`src/rtl/sprite_pkg.sv`:
```
// -----------------------------------------------------------------------------
// sprite_pkg
// Shared types and constants for the Dino game sprite layer.
//   rgb565_t      16-bit RGB565 pixel
//   SPR_W/SPR_H   default sprite size in pixels
//   REG_*         Avalon-MM word addresses of the non-position registers
//   RST_*         reset values of positions and background colour
//   pos_reg_addr  word address of a sprite's x (is_y=0) or y (is_y=1) register
// -----------------------------------------------------------------------------
package sprite_pkg;

    typedef logic [15:0] rgb565_t;

    localparam int SPR_W = 32;
    localparam int SPR_H = 32;

    localparam logic [8:0] REG_EN     = 9'h10;
    localparam logic [8:0] REG_COMMIT = 9'h11;
    localparam logic [8:0] REG_BG     = 9'h12;

    localparam logic [9:0] RST_POS = 10'h3FF;
    localparam rgb565_t    RST_BG  = 16'hFFFF;

    function automatic logic [8:0] pos_reg_addr(input int idx, input logic is_y);
        return 9'(2 * idx) | {8'b0, is_y};
    endfunction

endpackage

```
`src/rtl/sprite_layer_ctrl_if.sv`:
```
// -----------------------------------------------------------------------------
// sprite_layer_ctrl_if
// Avalon-MM write-only slave bus of the sprite layer register file.
//   chipselect  slave select
//   write       single-cycle write strobe, no wait states
//   address     9-bit word address
//   writedata   32-bit write data
// Handshake: a write is accepted on every rising clock edge where
// chipselect && write is high; there is no waitrequest, so the slave is
// always ready and the master never holds a transfer longer than one cycle.
// Modports: master drives the bus, slave (sprite_layer_ctrl) receives it.
// -----------------------------------------------------------------------------
interface sprite_layer_ctrl_if;

    logic        chipselect;
    logic        write;
    logic [8:0]  address;
    logic [31:0] writedata;

    modport master (output chipselect, output write, output address, output writedata);
    modport slave  (input  chipselect, input  write, input  address, input  writedata);

endinterface

```
`src/rtl/sprite_hit_unit.sv`:
```
// -----------------------------------------------------------------------------
// sprite_hit_unit
// First pipeline stage for one sprite: tests whether the current pixel falls
// inside the sprite's box and registers the sprite ROM address.
//   clk, reset   clock, synchronous active-high reset
//   en           live enable of this sprite
//   blank_n      high in the active display area
//   px, py       current pixel coordinates
//   x, y         live top-left corner of the sprite
//   hit          registered: pixel is inside the enabled sprite
//   addr         registered ROM address, 0 when there is no hit
// -----------------------------------------------------------------------------
module sprite_hit_unit #(
    parameter int SPR_W  = 32,
    parameter int SPR_H  = 32,
    parameter int ADDR_W = 10
) (
    input  logic              clk,
    input  logic              reset,
    input  logic              en,
    input  logic              blank_n,
    input  logic [9:0]        px,
    input  logic [9:0]        py,
    input  logic [9:0]        x,
    input  logic [9:0]        y,
    output logic              hit,
    output logic [ADDR_W-1:0] addr
);

    // 11-bit compares: x + SPR_W never wraps, so sprites near the right or
    // bottom edge clip instead of reappearing at the left or top.
    logic [10:0] px_w, py_w, x_w, y_w;
    logic [10:0] dx, dy;
    logic        hit_c;
    logic [31:0] lin;

    always_comb begin
        px_w  = {1'b0, px};
        py_w  = {1'b0, py};
        x_w   = {1'b0, x};
        y_w   = {1'b0, y};
        dx    = px_w - x_w;
        dy    = py_w - y_w;
        hit_c = en && blank_n
                && (px_w >= x_w) && (px_w < x_w + 11'(SPR_W))
                && (py_w >= y_w) && (py_w < y_w + 11'(SPR_H));
        lin   = 32'(dy) * 32'(SPR_W) + 32'(dx);
    end

    always_ff @(posedge clk) begin
        if (reset) begin
            hit  <= 1'b0;
            addr <= '0;
        end else begin
            hit  <= hit_c;
            addr <= hit_c ? lin[ADDR_W-1:0] : '0;
        end
    end

endmodule

```
`src/rtl/sprite_layer_ctrl.sv`:
```
// -----------------------------------------------------------------------------
// sprite_layer_ctrl
// Sprite layer of the Dino game: Avalon-MM register file with shadow/live
// position, enable and background registers, per-sprite ROM addressing and a
// priority resolver producing one RGB565 pixel for the VGA output stage.
// Ports:
//   clk, reset    50 MHz clock, synchronous active-high reset
//   bus           Avalon-MM slave (chipselect, write, address, writedata)
//   frame_start   1-cycle pulse at the start of vertical blank
//   hcount        pixel x = hcount[10:1]
//   vcount        pixel y
//   blank_n       high in the active display area
//   spr_addr      per-sprite ROM address, registered (ADDR_W bits each)
//   spr_data      per-sprite ROM data, 1-cycle read latency (16 bits each)
//   pix_rgb       output pixel
//   pix_hit       an opaque sprite is selected
//   pix_sel       index of the winning sprite, 0 with no hit
//   commit_pend   commit requested but not yet applied
// Pixel latency from hcount/vcount to pix_* is 3 clocks.
// Build option: define SPRITE_COLORKEY_EN to make sprite pixels equal to
// COLORKEY transparent; otherwise every hit pixel is opaque.
// -----------------------------------------------------------------------------
module sprite_layer_ctrl #(
    parameter int          NUM_SPRITES = 6,
    parameter int          SPR_W       = sprite_pkg::SPR_W,
    parameter int          SPR_H       = sprite_pkg::SPR_H,
    parameter int          ADDR_W      = 10,
    parameter logic [15:0] COLORKEY    = 16'hFFFF
) (
    input  logic                          clk,
    input  logic                          reset,
    sprite_layer_ctrl_if.slave            bus,
    input  logic                          frame_start,
    input  logic [10:0]                   hcount,
    input  logic [9:0]                    vcount,
    input  logic                          blank_n,
    output logic [NUM_SPRITES*ADDR_W-1:0] spr_addr,
    input  logic [NUM_SPRITES*16-1:0]     spr_data,
    output logic [15:0]                   pix_rgb,
    output logic                          pix_hit,
    output logic [2:0]                    pix_sel,
    output logic                          commit_pend
);

    import sprite_pkg::*;

`ifdef SPRITE_COLORKEY_EN
    localparam logic KEY_EN = 1'b1;
`else
    localparam logic KEY_EN = 1'b0;
`endif

    // ---------------------------------------------------------------------
    // Register file
    // ---------------------------------------------------------------------
    logic [9:0]             shadow_x [NUM_SPRITES];
    logic [9:0]             shadow_y [NUM_SPRITES];
    logic [9:0]             live_x   [NUM_SPRITES];
    logic [9:0]             live_y   [NUM_SPRITES];
    logic [NUM_SPRITES-1:0] shadow_en;
    logic [NUM_SPRITES-1:0] live_en;
    rgb565_t                bg;

    logic wr;
    assign wr = bus.chipselect && bus.write;

    // hcount[0] is the sub-pixel bit and the upper write data bits are not
    // mapped to any register.
    logic unused_bits;
    assign unused_bits = ^{hcount[0], bus.writedata[31:16]};

    always_ff @(posedge clk) begin
        if (reset) begin
            for (int i = 0; i < NUM_SPRITES; i++) begin
                shadow_x[i] <= RST_POS;
                shadow_y[i] <= RST_POS;
                live_x[i]   <= RST_POS;
                live_y[i]   <= RST_POS;
            end
            shadow_en   <= '0;
            live_en     <= '0;
            bg          <= RST_BG;
            commit_pend <= 1'b0;
        end else begin
            // Live takes the shadow value from before this edge, so a write
            // landing in the commit cycle waits for the next frame.
            if (frame_start && commit_pend) begin
                live_x  <= shadow_x;
                live_y  <= shadow_y;
                live_en <= shadow_en;
            end

            if (wr) begin
                for (int i = 0; i < NUM_SPRITES; i++) begin
                    if (bus.address == pos_reg_addr(i, 1'b0)) shadow_x[i] <= bus.writedata[9:0];
                    if (bus.address == pos_reg_addr(i, 1'b1)) shadow_y[i] <= bus.writedata[9:0];
                end
                if (bus.address == REG_EN) shadow_en <= bus.writedata[NUM_SPRITES-1:0];
                if (bus.address == REG_BG) bg        <= bus.writedata[15:0];
            end

            // A commit request in the frame_start cycle survives the clear.
            if (wr && bus.address == REG_COMMIT && bus.writedata[0]) begin
                commit_pend <= 1'b1;
            end else if (frame_start) begin
                commit_pend <= 1'b0;
            end
        end
    end

    // ---------------------------------------------------------------------
    // S0: per-sprite hit test and ROM address
    // ---------------------------------------------------------------------
    logic [NUM_SPRITES-1:0] hit_s0;
    logic [NUM_SPRITES-1:0] hit_s1;

    for (genvar g = 0; g < NUM_SPRITES; g++) begin : g_hit
        sprite_hit_unit #(
            .SPR_W  (SPR_W),
            .SPR_H  (SPR_H),
            .ADDR_W (ADDR_W)
        ) u_hit (
            .clk     (clk),
            .reset   (reset),
            .en      (live_en[g]),
            .blank_n (blank_n),
            .px      (hcount[10:1]),
            .py      (vcount),
            .x       (live_x[g]),
            .y       (live_y[g]),
            .hit     (hit_s0[g]),
            .addr    (spr_addr[g*ADDR_W +: ADDR_W])
        );
    end

    // ---------------------------------------------------------------------
    // S1: delay the hit vector to line up with the ROM read data
    // ---------------------------------------------------------------------
    always_ff @(posedge clk) begin
        if (reset) hit_s1 <= '0;
        else       hit_s1 <= hit_s0;
    end

    // ---------------------------------------------------------------------
    // S2: priority select, lowest index wins
    // ---------------------------------------------------------------------
    logic [2:0] win_sel;
    logic       win_hit;
    rgb565_t    win_rgb;

    always_comb begin
        win_sel = '0;
        win_hit = 1'b0;
        win_rgb = bg;
        // Walk from the lowest priority upward so the last match is the winner.
        for (int i = NUM_SPRITES - 1; i >= 0; i--) begin
            if (hit_s1[i] && !(KEY_EN && spr_data[i*16 +: 16] == COLORKEY)) begin
                win_sel = 3'(i);
                win_hit = 1'b1;
                win_rgb = spr_data[i*16 +: 16];
            end
        end
    end

    always_ff @(posedge clk) begin
        if (reset) begin
            pix_rgb <= RST_BG;
            pix_hit <= 1'b0;
            pix_sel <= '0;
        end else begin
            pix_rgb <= win_rgb;
            pix_hit <= win_hit;
            pix_sel <= win_sel;
        end
    end

endmodule

```
`src/flat_wrapper.sv`:
```
// flat-port wrapper written by rule: the top's interface ports become plain ports
module sprite_layer_ctrl_flat import sprite_pkg::*;
#(
    parameter int          NUM_SPRITES = 6,
    parameter int          SPR_W       = sprite_pkg::SPR_W,
    parameter int          SPR_H       = sprite_pkg::SPR_H,
    parameter int          ADDR_W      = 10,
    parameter logic [15:0] COLORKEY    = 16'hFFFF
)
  (clk, reset, frame_start, hcount, vcount, blank_n, spr_addr, spr_data, pix_rgb, pix_hit, pix_sel, commit_pend, bus_chipselect, bus_write, bus_address, bus_writedata);
  sprite_layer_ctrl_if bus_i ();
  input  logic clk;
  input  logic reset;
  input  logic frame_start;
  input  logic [10:0] hcount;
  input  logic [9:0] vcount;
  input  logic blank_n;
  output logic [NUM_SPRITES*ADDR_W-1:0] spr_addr;
  input  logic [NUM_SPRITES*16-1:0] spr_data;
  output logic [15:0] pix_rgb;
  output logic pix_hit;
  output logic [2:0] pix_sel;
  output logic commit_pend;
  input wire logic [$bits(bus_i.chipselect)-1:0] bus_chipselect;
  input wire logic [$bits(bus_i.write)-1:0] bus_write;
  input wire logic [$bits(bus_i.address)-1:0] bus_address;
  input wire logic [$bits(bus_i.writedata)-1:0] bus_writedata;
  assign bus_i.chipselect = bus_chipselect;
  assign bus_i.write = bus_write;
  assign bus_i.address = bus_address;
  assign bus_i.writedata = bus_writedata;
  sprite_layer_ctrl #(.NUM_SPRITES(NUM_SPRITES), .SPR_W(SPR_W), .SPR_H(SPR_H), .ADDR_W(ADDR_W), .COLORKEY(COLORKEY)) u_core (.clk(clk), .reset(reset), .bus(bus_i), .frame_start(frame_start), .hcount(hcount), .vcount(vcount), .blank_n(blank_n), .spr_addr(spr_addr), .spr_data(spr_data), .pix_rgb(pix_rgb), .pix_hit(pix_hit), .pix_sel(pix_sel), .commit_pend(commit_pend));
endmodule
```
`config.mk`:
```
export PLATFORM = sky130hd
export DESIGN_NAME = sprite_layer_ctrl_flat
export DESIGN_NICKNAME = d
export VERILOG_FILES = /design/src/rtl/sprite_pkg.sv /design/src/rtl/sprite_layer_ctrl_if.sv /design/src/rtl/sprite_hit_unit.sv /design/src/rtl/sprite_layer_ctrl.sv /design/src/flat_wrapper.sv
export SDC_FILE = /design/constraint.sdc
export NUM_CORES = 1
export LEC_CHECK = 0
export CORE_ASPECT_RATIO = 1.4
export CORE_MARGIN = 2
export CORE_UTILIZATION = 58
export CTS_BUF_LIST = sky130_fd_sc_hd__clkbuf_16
export DETAILED_ROUTE_END_ITERATION = 8
export PLACE_DENSITY = 0.84
export SLEW_MARGIN = 20
export SYNTH_ARGS = -nofsm -noshare
export SYNTH_HDL_FRONTEND = slang
export SYNTH_SLANG_ARGS = --single-unit
```
`constraint.sdc`:
```
create_clock -name clk -period 3.5 [get_ports clk]
set_clock_uncertainty 0.15 [all_clocks]
set_input_delay 0.7 -clock clk [delete_from_list [all_inputs] [get_ports clk]]
set_output_delay 0.7 -clock clk [all_outputs]
set_load 0.01 [all_outputs]
```
==> results.sh, run 1 <==
export IMPL_port_buffer_count=227
export IMPL_storage_element_area_mm2=0.007227
export IMPL_worst_slew_pin_transition_ns=1.083
export IMPL_fp_dieH_um=233.2
export IMPL_final_design_area_excluding_fillers_mm2=0.02743
export IMPL_yosysUniqueCellTypes=67
export IMPL_fillers=2695
export IMPL_timing_final_ws_setup_ns=0.01549
export IMPL_path_buf_inv=4
export IMPL_groute_usage_overall_pct=32.73
export IMPL_timing_rr_end="u_core.g_hit[5].u_hit.addr[7]"
export IMPL_design_die_area_mm2=0.03910
export IMPL_drc=0
export IMPL_critical_path_cell_count=12
export IMPL_grt_first_pass_wirelength_mm=101.8
export IMPL_ant_nets=0
export IMPL_ir_worst_vdd_v=0.0002881
export IMPL_synth_area_mux_share_pct=1.748
export IMPL_maxSlewHeadroom_pct=27.68
export IMPL_fmaxAchievable_mhz=287.0
export IMPL_cts_tree="yes"
export IMPL_r2r_setup_slack_ns=0.32
export IMPL_crit_path_max_delay_cell_type="clkdlybuf4s50_1"
export IMPL_area_delta_synth_final_pct=26.06
export IMPL_synth_area_in_compound_gates_pct=10.08
export IMPL_timing_max_transition_violations_final=0
export IMPL_clock_path_buffers=3
export IMPL_dp_final_hpwl_mm=48.32
export IMPL_routed_via_count=19530
export IMPL_number_of_levels_the_h_tree_was_split_into=2
export IMPL_crit_path_max_fanout=4
export IMPL_first_pass_iters=5
export IMPL_main_combinational_cell_family_by_area_after_synthesis="simple AND/OR/NAND/NOR gates"
export IMPL_syn_nets=3045
export IMPL_core_area_mm2=0.03687
export IMPL_swShare_pct=24.42
export IMPL_power_internal_uw=7188
export IMPL_cts_sinks=361
export IMPL_utilization_pct=74.40
export IMPL_worstSetupEndpoint="u_core.g_hit[1].u_hit.addr[8]"
export IMPL_grt_start_max_net_pins=296
export IMPL_place_ws_ns=-0.5878
export IMPL_yosys_register_bits=361
export IMPL_clk_pin_slew_ns=0.06
export IMPL_worst_r2r_path_depth=11
export IMPL_synth_top_flop_cell="dfxtp_1"
export IMPL_critical_path_max_stage_delay_ns=0.52
export IMPL_synth_seq_area_share_pct=33.22
export IMPL_synthXorXnorAreaFrac_pct=3.824
export IMPL_setup_worst_path_start="vcount[1]"
export IMPL_design_power_total_uw=9510
export IMPL_power_per_cell_area_mw_per_mm2=346.7
export IMPL_detail_route_vias_per_cell=5.640
export IMPL_pin_count=245
export IMPL_grt_ovfl_total=0
export IMPL_critPathArrivalTime_ns=3.76
export IMPL_timing_setup_tns_ns=0
export IMPL_syn_avg_cell_area_um2=8.430
export IMPL_drive_gt1_share_pct=10.48
export IMPL_wl_mm=64.32
export IMPL_synth_adder_area_share_pct=19.32
export IMPL_worst_ep_required_ns=3.78
export IMPL_power_share_combinational_pct=13.8
export IMPL_grt_antenna_before_repair=2
export IMPL_post_route_min_period_ns=3.485
export IMPL_drt_wirelength_per_cell_um=18.57
export IMPL_outcome="completed"
export IMPL_die_width_um=167.7
export IMPL_placementRows=83
export IMPL_grt_setup_unrepaired="true"
export IMPL_insertedDiodeCount=0
export IMPL_critPathCaptureType="flip-flop"
export IMPL_hold_violations=0
export IMPL_series_of_cell_instances_along_the_critical_path="clkdlybuf4s50_1 > inv_1 > buf_4 > fa_1 > fa_1 > inv_1 > ha_1 > or2_2 > a21oi_1 > a21oi_1 > xnor2_1 > nor2_1"
export IMPL_cpLargestDelayFamily="adder cells"
export IMPL_worstHoldPathType="flip-flop to flip-flop"
export IMPL_syn_cell_area_mm2=0.02176
export IMPL_setup_viol=0
export IMPL_syn_inst=2581
export IMPL_finalNetCount=3438
export IMPL_seq_power_share_pct=43.2
export IMPL_max_cap_viol_count=0
export IMPL_cts_inserted_buffers=38
export IMPL_count_of_flip_flops_with_a_built_in_enable_after_synthesis=0
export IMPL_p_clk_share_pct=43.0
export IMPL_detail_route_iter0_violations=1307
export IMPL_total_leakage_power_uw=0.01355
export IMPL_gp_routability_congestion=0.9629
export IMPL_final_period_utilization_pct=99.56
export IMPL_reg2reg_from="u_core.live_x[6]"
export IMPL_grt_pass1_vias=19840
export IMPL_timing_worst_setup_path_type="primary input to flip-flop"
export IMPL_initial_core_util_pct=59.02
export IMPL_multiInputGateArea_mm2=0.01330
export IMPL_dpl_cell_area_mm2=0.02616
export IMPL_buffers_inserted_by_post_cts_timing_repair=0
export IMPL_hp_start="u_core.g_hit[3].u_hit.hit"
export IMPL_root_buffer="clkbuf_16"
export IMPL_yosysWarningCount=0
export IMPL_critPathLaunchType="primary input"
export IMPL_synthSimpleGateAreaFrac_pct=25.87
export IMPL_ys_async_sr_fraction_pct=0
export IMPL_clk_insertion_delay_late_ns=0.54
export IMPL_switching_power_uw=2323
[worst min path at each step]
| stage | slack, ns | end | cells after the start |
|---|---|---|---|
| 2_1_floorplan | 0.26 | u_core.hit_s1[0] | 1 |
| 3_3_place_gp | 0.27 | u_core.hit_s1[4] | 1 |
| 3_5_place_dp | 0.28 | u_core.hit_s1[3] | 1 |
| 4_1_cts | 0.29 | u_core.hit_s1[3] | 1 |
| 5_1_grt | 0.31 | u_core.hit_s1[3] | 1 |
| 6_report | 0.29 | u_core.hit_s1[3] | 1 |
[registers in the layout, summed over array words and instances, names as in the netlist]
name,cells
u_core.pix_hit,1
u_core.shadow_x,60
u_core.bg,16
u_core.live_y,60
u_core.shadow_en,6
u_core.commit_pend,1
u_core.pix_sel,3
u_core.pix_rgb,16
u_core.g_hit.u_hit.addr,60
u_core.live_en,6
u_core.shadow_y,60
u_core.g_hit.u_hit.hit,6
u_core.live_x,60
u_core.hit_s1,6
[per-layer routing]
layer  up-vias  GRT usage (%)  share of wire [%]
li1       9450              -                  -
met1      9184          37.51                 40
met2       680          59.25                 49
met3       214          4.744                5.6
met4         2          16.90                5.5
met5         -              0              0.023
[worst register-to-register path, delay by kind of cell (launching register included)]
family,cells,cell delay [ns]
compound gates,3,0.59
simple gates,4,1.04
fa+ha+maj,2,0.54
buf+inv,1,0.20
xor+xnor,1,0.16
flops,1,0.43
[stage by stage]
step	hold WS, ns	instances
4_1_cts	0.2942	3463
6_report	0.2903	3463
3_3_place_gp	0.2735	3401
2_1_floorplan	0.2638	2581
5_1_grt	0.3114	3463
3_5_place_dp	0.2805	3401
[cell usage in the layout, fill, tap and decap left out, types with 78 or more instances in the layout]
| cell | Yosys | routed |
|---|---|---|
| nand2_1 | 545 | 544 |
| nor2_1 | 153 | 153 |
| inv_1 | 218 | 225 |
| dfxtp_1 | 361 | 361 |
| ha_1 | 240 | 240 |
| xnor2_1 | 78 | 78 |
| clkdlybuf4s50_1 | 0 | 226 |
| nand3b_1 | 242 | 242 |
| a21oi_1 | 79 | 78 |
| buf_4 | 1 | 223 |
[repair_timing]
item,4_1_cts,5_1_grt
gates resized for setup,1,8
hold buffers,0,0
setup endpoints to repair,1,8
[area by class of cell]
cell class / instances / area share [%]
flip-flops and latches: 361 / 26.35
repair buffers: 466 / 15.56
well taps: 467 / 2.130
multi-input cells: 1889 / 48.48
inverters: 218 / 2.983
clock buffers: 41 / 3.741
clock inverters: 21 / 0.7573
[power by group through the flow]
stage          logic (µW)  registers [µW]  clock network (µW)
6_report             1310            4110                4090
5_1_grt              1420            4110                4280
4_1_cts              1290            4110                4110
3_5_place_dp         1280            4200                   0
3_3_place_gp         1240            4200                   0
2_1_floorplan         631            4200                   0
[synth_stat cells, drive strengths merged, types with 5 or more instances]
library cell	count	share of area, %
a21boi	7	0.24
clkbuf	85	1.5
nand2b	16	0.46
a21o	9	0.31
dfxtp	361	33
inv	218	3.8
a31oi	7	0.20
nand3	42	0.99
ha	240	14
xor2	17	0.68
o31a	7	0.28
nand4b	5	0.20
a21oi	79	1.8
o21a	14	0.48
a221oi	16	0.64
and3	9	0.26
a211o	22	0.89
nor3	18	0.46
a2111oi	7	0.28
fa	60	5.5
o211ai	11	0.38
buf	28	0.71
nand4	15	0.43
o311a	6	0.28
o31ai	11	0.38
nor2b	42	1.2
nor2	153	2.6
o21bai	8	0.28
mux2i	38	1.7
nand2	545	9.4
nand3b	242	8.4
and2	13	0.37
or3	8	0.23
o22ai	6	0.17
o21ai	71	1.6
a211oi	14	0.48
xnor2	78	3.1
[kinds of logic after synthesis]
group	after synthesis
buffers and inverters	331
xor gates and xnor gates	95
adders and majority gates	300
and+or+nand+nor	1129
AOI/OAI and AO/OA	327
DFF	361
muxes	38
Note: power is estimated with default switching activity, not from simulation.
==> run 2: changes to the inputs <==
SLEW_MARGIN = 25   (was 20)
==> run 2 against run 1 <==
Wire length down 0.17%. Die area stayed put. Highest routed layer unchanged. Utilization about the same. Critical path type unchanged. Non-clock buffer count unchanged. Sequential share of layout area about the same. Global-route usage did not move. Final cell count unchanged.
==> results.sh, run 2 (synthesis gave the netlist of run 1 again) <==
export IMPL_outcome="completed"
export IMPL_crit_path_max_fanout=4
export IMPL_pin_count=245
export IMPL_fillers=2693
export IMPL_hold_violations=0
export IMPL_detail_route_vias_per_cell=5.649
export IMPL_dr_wl_met2_mm=31.69
export IMPL_p_clk_share_pct=43.0
export IMPL_initial_core_util_pct=59.02
export IMPL_worstHoldPathType="flip-flop to flip-flop"
export IMPL_grt_ovfl_total=0
export IMPL_timing_worst_setup_path_type="primary input to flip-flop"
export IMPL_power_share_combinational_pct=13.8
export IMPL_post_place_cells=3401
export IMPL_grt_first_pass_wirelength_mm=101.8
export IMPL_routed_via_count=19560
export IMPL_highest_count_cells_in_the_layout_ignoring_fill_and_taps="544 x nand2_1, 361 x dfxtp_1, 242 x nand3b_1, 240 x ha_1, 226 x clkdlybuf4s50_1"
export IMPL_timing_max_transition_violations_final=0
export IMPL_grt_antenna_before_repair=2
export IMPL_drive_gt1_share_pct=10.51
export IMPL_dp_final_hpwl_mm=48.32
export IMPL_number_of_levels_the_h_tree_was_split_into=2
export IMPL_swShare_pct=24.40
export IMPL_cts_sinks=361
export IMPL_wirelength_met1_mm=25.27
export IMPL_fmaxAchievable_mhz=286.2
export IMPL_maxSlewHeadroom_pct=27.57
export IMPL_cts_inserted_buffers=38
export IMPL_root_buffer="clkbuf_16"
export IMPL_ant_nets=0
export IMPL_grt_pass1_vias=19840
export IMPL_cts_tree="yes"
export IMPL_final_period_utilization_pct=99.84
export IMPL_highest_signal_layer="met5"
export IMPL_die_width_um=167.7
export IMPL_power_per_cell_area_mw_per_mm2=346.6
export IMPL_finalNetCount=3438
export IMPL_grt_setup_unrepaired="true"
export IMPL_insertedDiodeCount=0
export IMPL_drc=0
export IMPL_groute_usage_overall_pct=32.73
export IMPL_area_delta_synth_final_pct=26.07
export IMPL_r2r_setup_slack_ns=0.31
export IMPL_power_internal_uw=7187
export IMPL_core_area_mm2=0.03687
export IMPL_switching_power_uw=2320
export IMPL_design_die_area_mm2=0.03910
export IMPL_port_buffer_count=227
export IMPL_wl_mm=64.21
export IMPL_first_pass_iters=5
export IMPL_finish_cell_count_without_fillers=3463
export IMPL_final_common_cell="nand2_1"
export IMPL_detail_route_iter0_violations=1282
export IMPL_seq_power_share_pct=43.2
export IMPL_fp_dieH_um=233.2
export IMPL_drt_wirelength_per_cell_um=18.54
export IMPL_finalHoldWorstSlack_ns=0.2903
export IMPL_met3RoutedLength_mm=3.684
export IMPL_grt_start_max_net_pins=296
export IMPL_post_route_min_period_ns=3.495
export IMPL_gp_routability_congestion=0.9629
export IMPL_placementRows=83
export IMPL_critPathCaptureType="flip-flop"
export IMPL_clk_insertion_delay_late_ns=0.54
export IMPL_critPathArrivalTime_ns=3.77
export IMPL_cts_hold_buffers=0
export IMPL_setup_viol=0
export IMPL_worst_ep_required_ns=3.78
export IMPL_worst_slew_pin_transition_ns=1.083
export IMPL_ir_worst_vdd_v=0.0002878
export IMPL_clk_pin_slew_ns=0.06
export IMPL_max_cap_viol_count=0
export IMPL_clock_path_buffers=3
export IMPL_critPathLaunchType="primary input"
export IMPL_total_leakage_power_uw=0.01355
## run 2: power groups by stage
| stage | sequential (µW) | clock [µW] | combinational, µW |
|---|---|---|---|
| after floorplan | 4200 | 0 | 631 |
| final | 4110 | 4090 | 1310 |
| after global placement | 4200 | 0 | 1240 |
| after detailed placement | 4200 | 0 | 1280 |
| after global routing | 4110 | 4280 | 1420 |
| after CTS | 4110 | 4110 | 1290 |
## run 2: cell type report
type	count	area [µm²]	area share (%)
multi-input cells	1889	13300	48.48
flip-flops and latches	361	7227	26.35
repair buffers	466	4268	15.56
clock buffers	41	1026	3.740
inverters	218	818.3	2.983
well taps	467	584.3	2.130
clock inverters	21	207.7	0.7572
## run 2: per-stage QoR
stage               total power, µW  instance area (µm²)  utilization [%]  TNS (ns)  worst slack [ns]
floorplan                      4832                21760                -         0            0.1937
global placement               5440                26160            70.96    -14.51           -0.5191
detailed placement             5483                26160            70.96    -16.14           -0.5878
CTS                            9516                27390            74.31         0          0.002363
global route                   9809                27430            74.40   -0.1936          -0.08843
finish                         9508                27430            74.40         0          0.005432
## run 2: worst paths after layout
| check | start | cells past startpoint | end |
|---|---|---|---|
| setup / recovery | vcount[1] | 12 | u_core.g_hit[1].u_hit.addr[8] |
| hold / removal | u_core.g_hit[3].u_hit.hit | 1 | u_core.hit_s1[3] |
| setup reg to reg | u_core.live_x[6] | 11 | u_core.g_hit[5].u_hit.addr[7] |
| hold reg to reg | u_core.g_hit[3].u_hit.hit | 1 | u_core.hit_s1[3] |
## run 2: what timing repair did
action                                  in CTS  in global routing
endpoints found under the hold margin        0                  0
gates resized for setup                      1                  8
endpoints found under the setup margin       1                  8
buffers inserted                             0                  0
## run 2: worst max-delay path, cell delays in order
cell	delay, ns
clkdlybuf4s50_1	0.52
inv_1	0.19
buf_4	0.20
fa_1	0.51
fa_1	0.50
inv_1	0.04
ha_1	0.31
or2_2	0.32
a21oi_1	0.16
a21oi_1	0.07
xnor2_1	0.20
nor2_1	0.05
## run 2: layer usage
metal | vias up | track usage (%)
met2 | 691 | 59.25
met3 | 211 | 4.744
met5 | - | 0
met4 | 2 | 16.90
li1 | 9450 | -
met1 | 9209 | 37.51
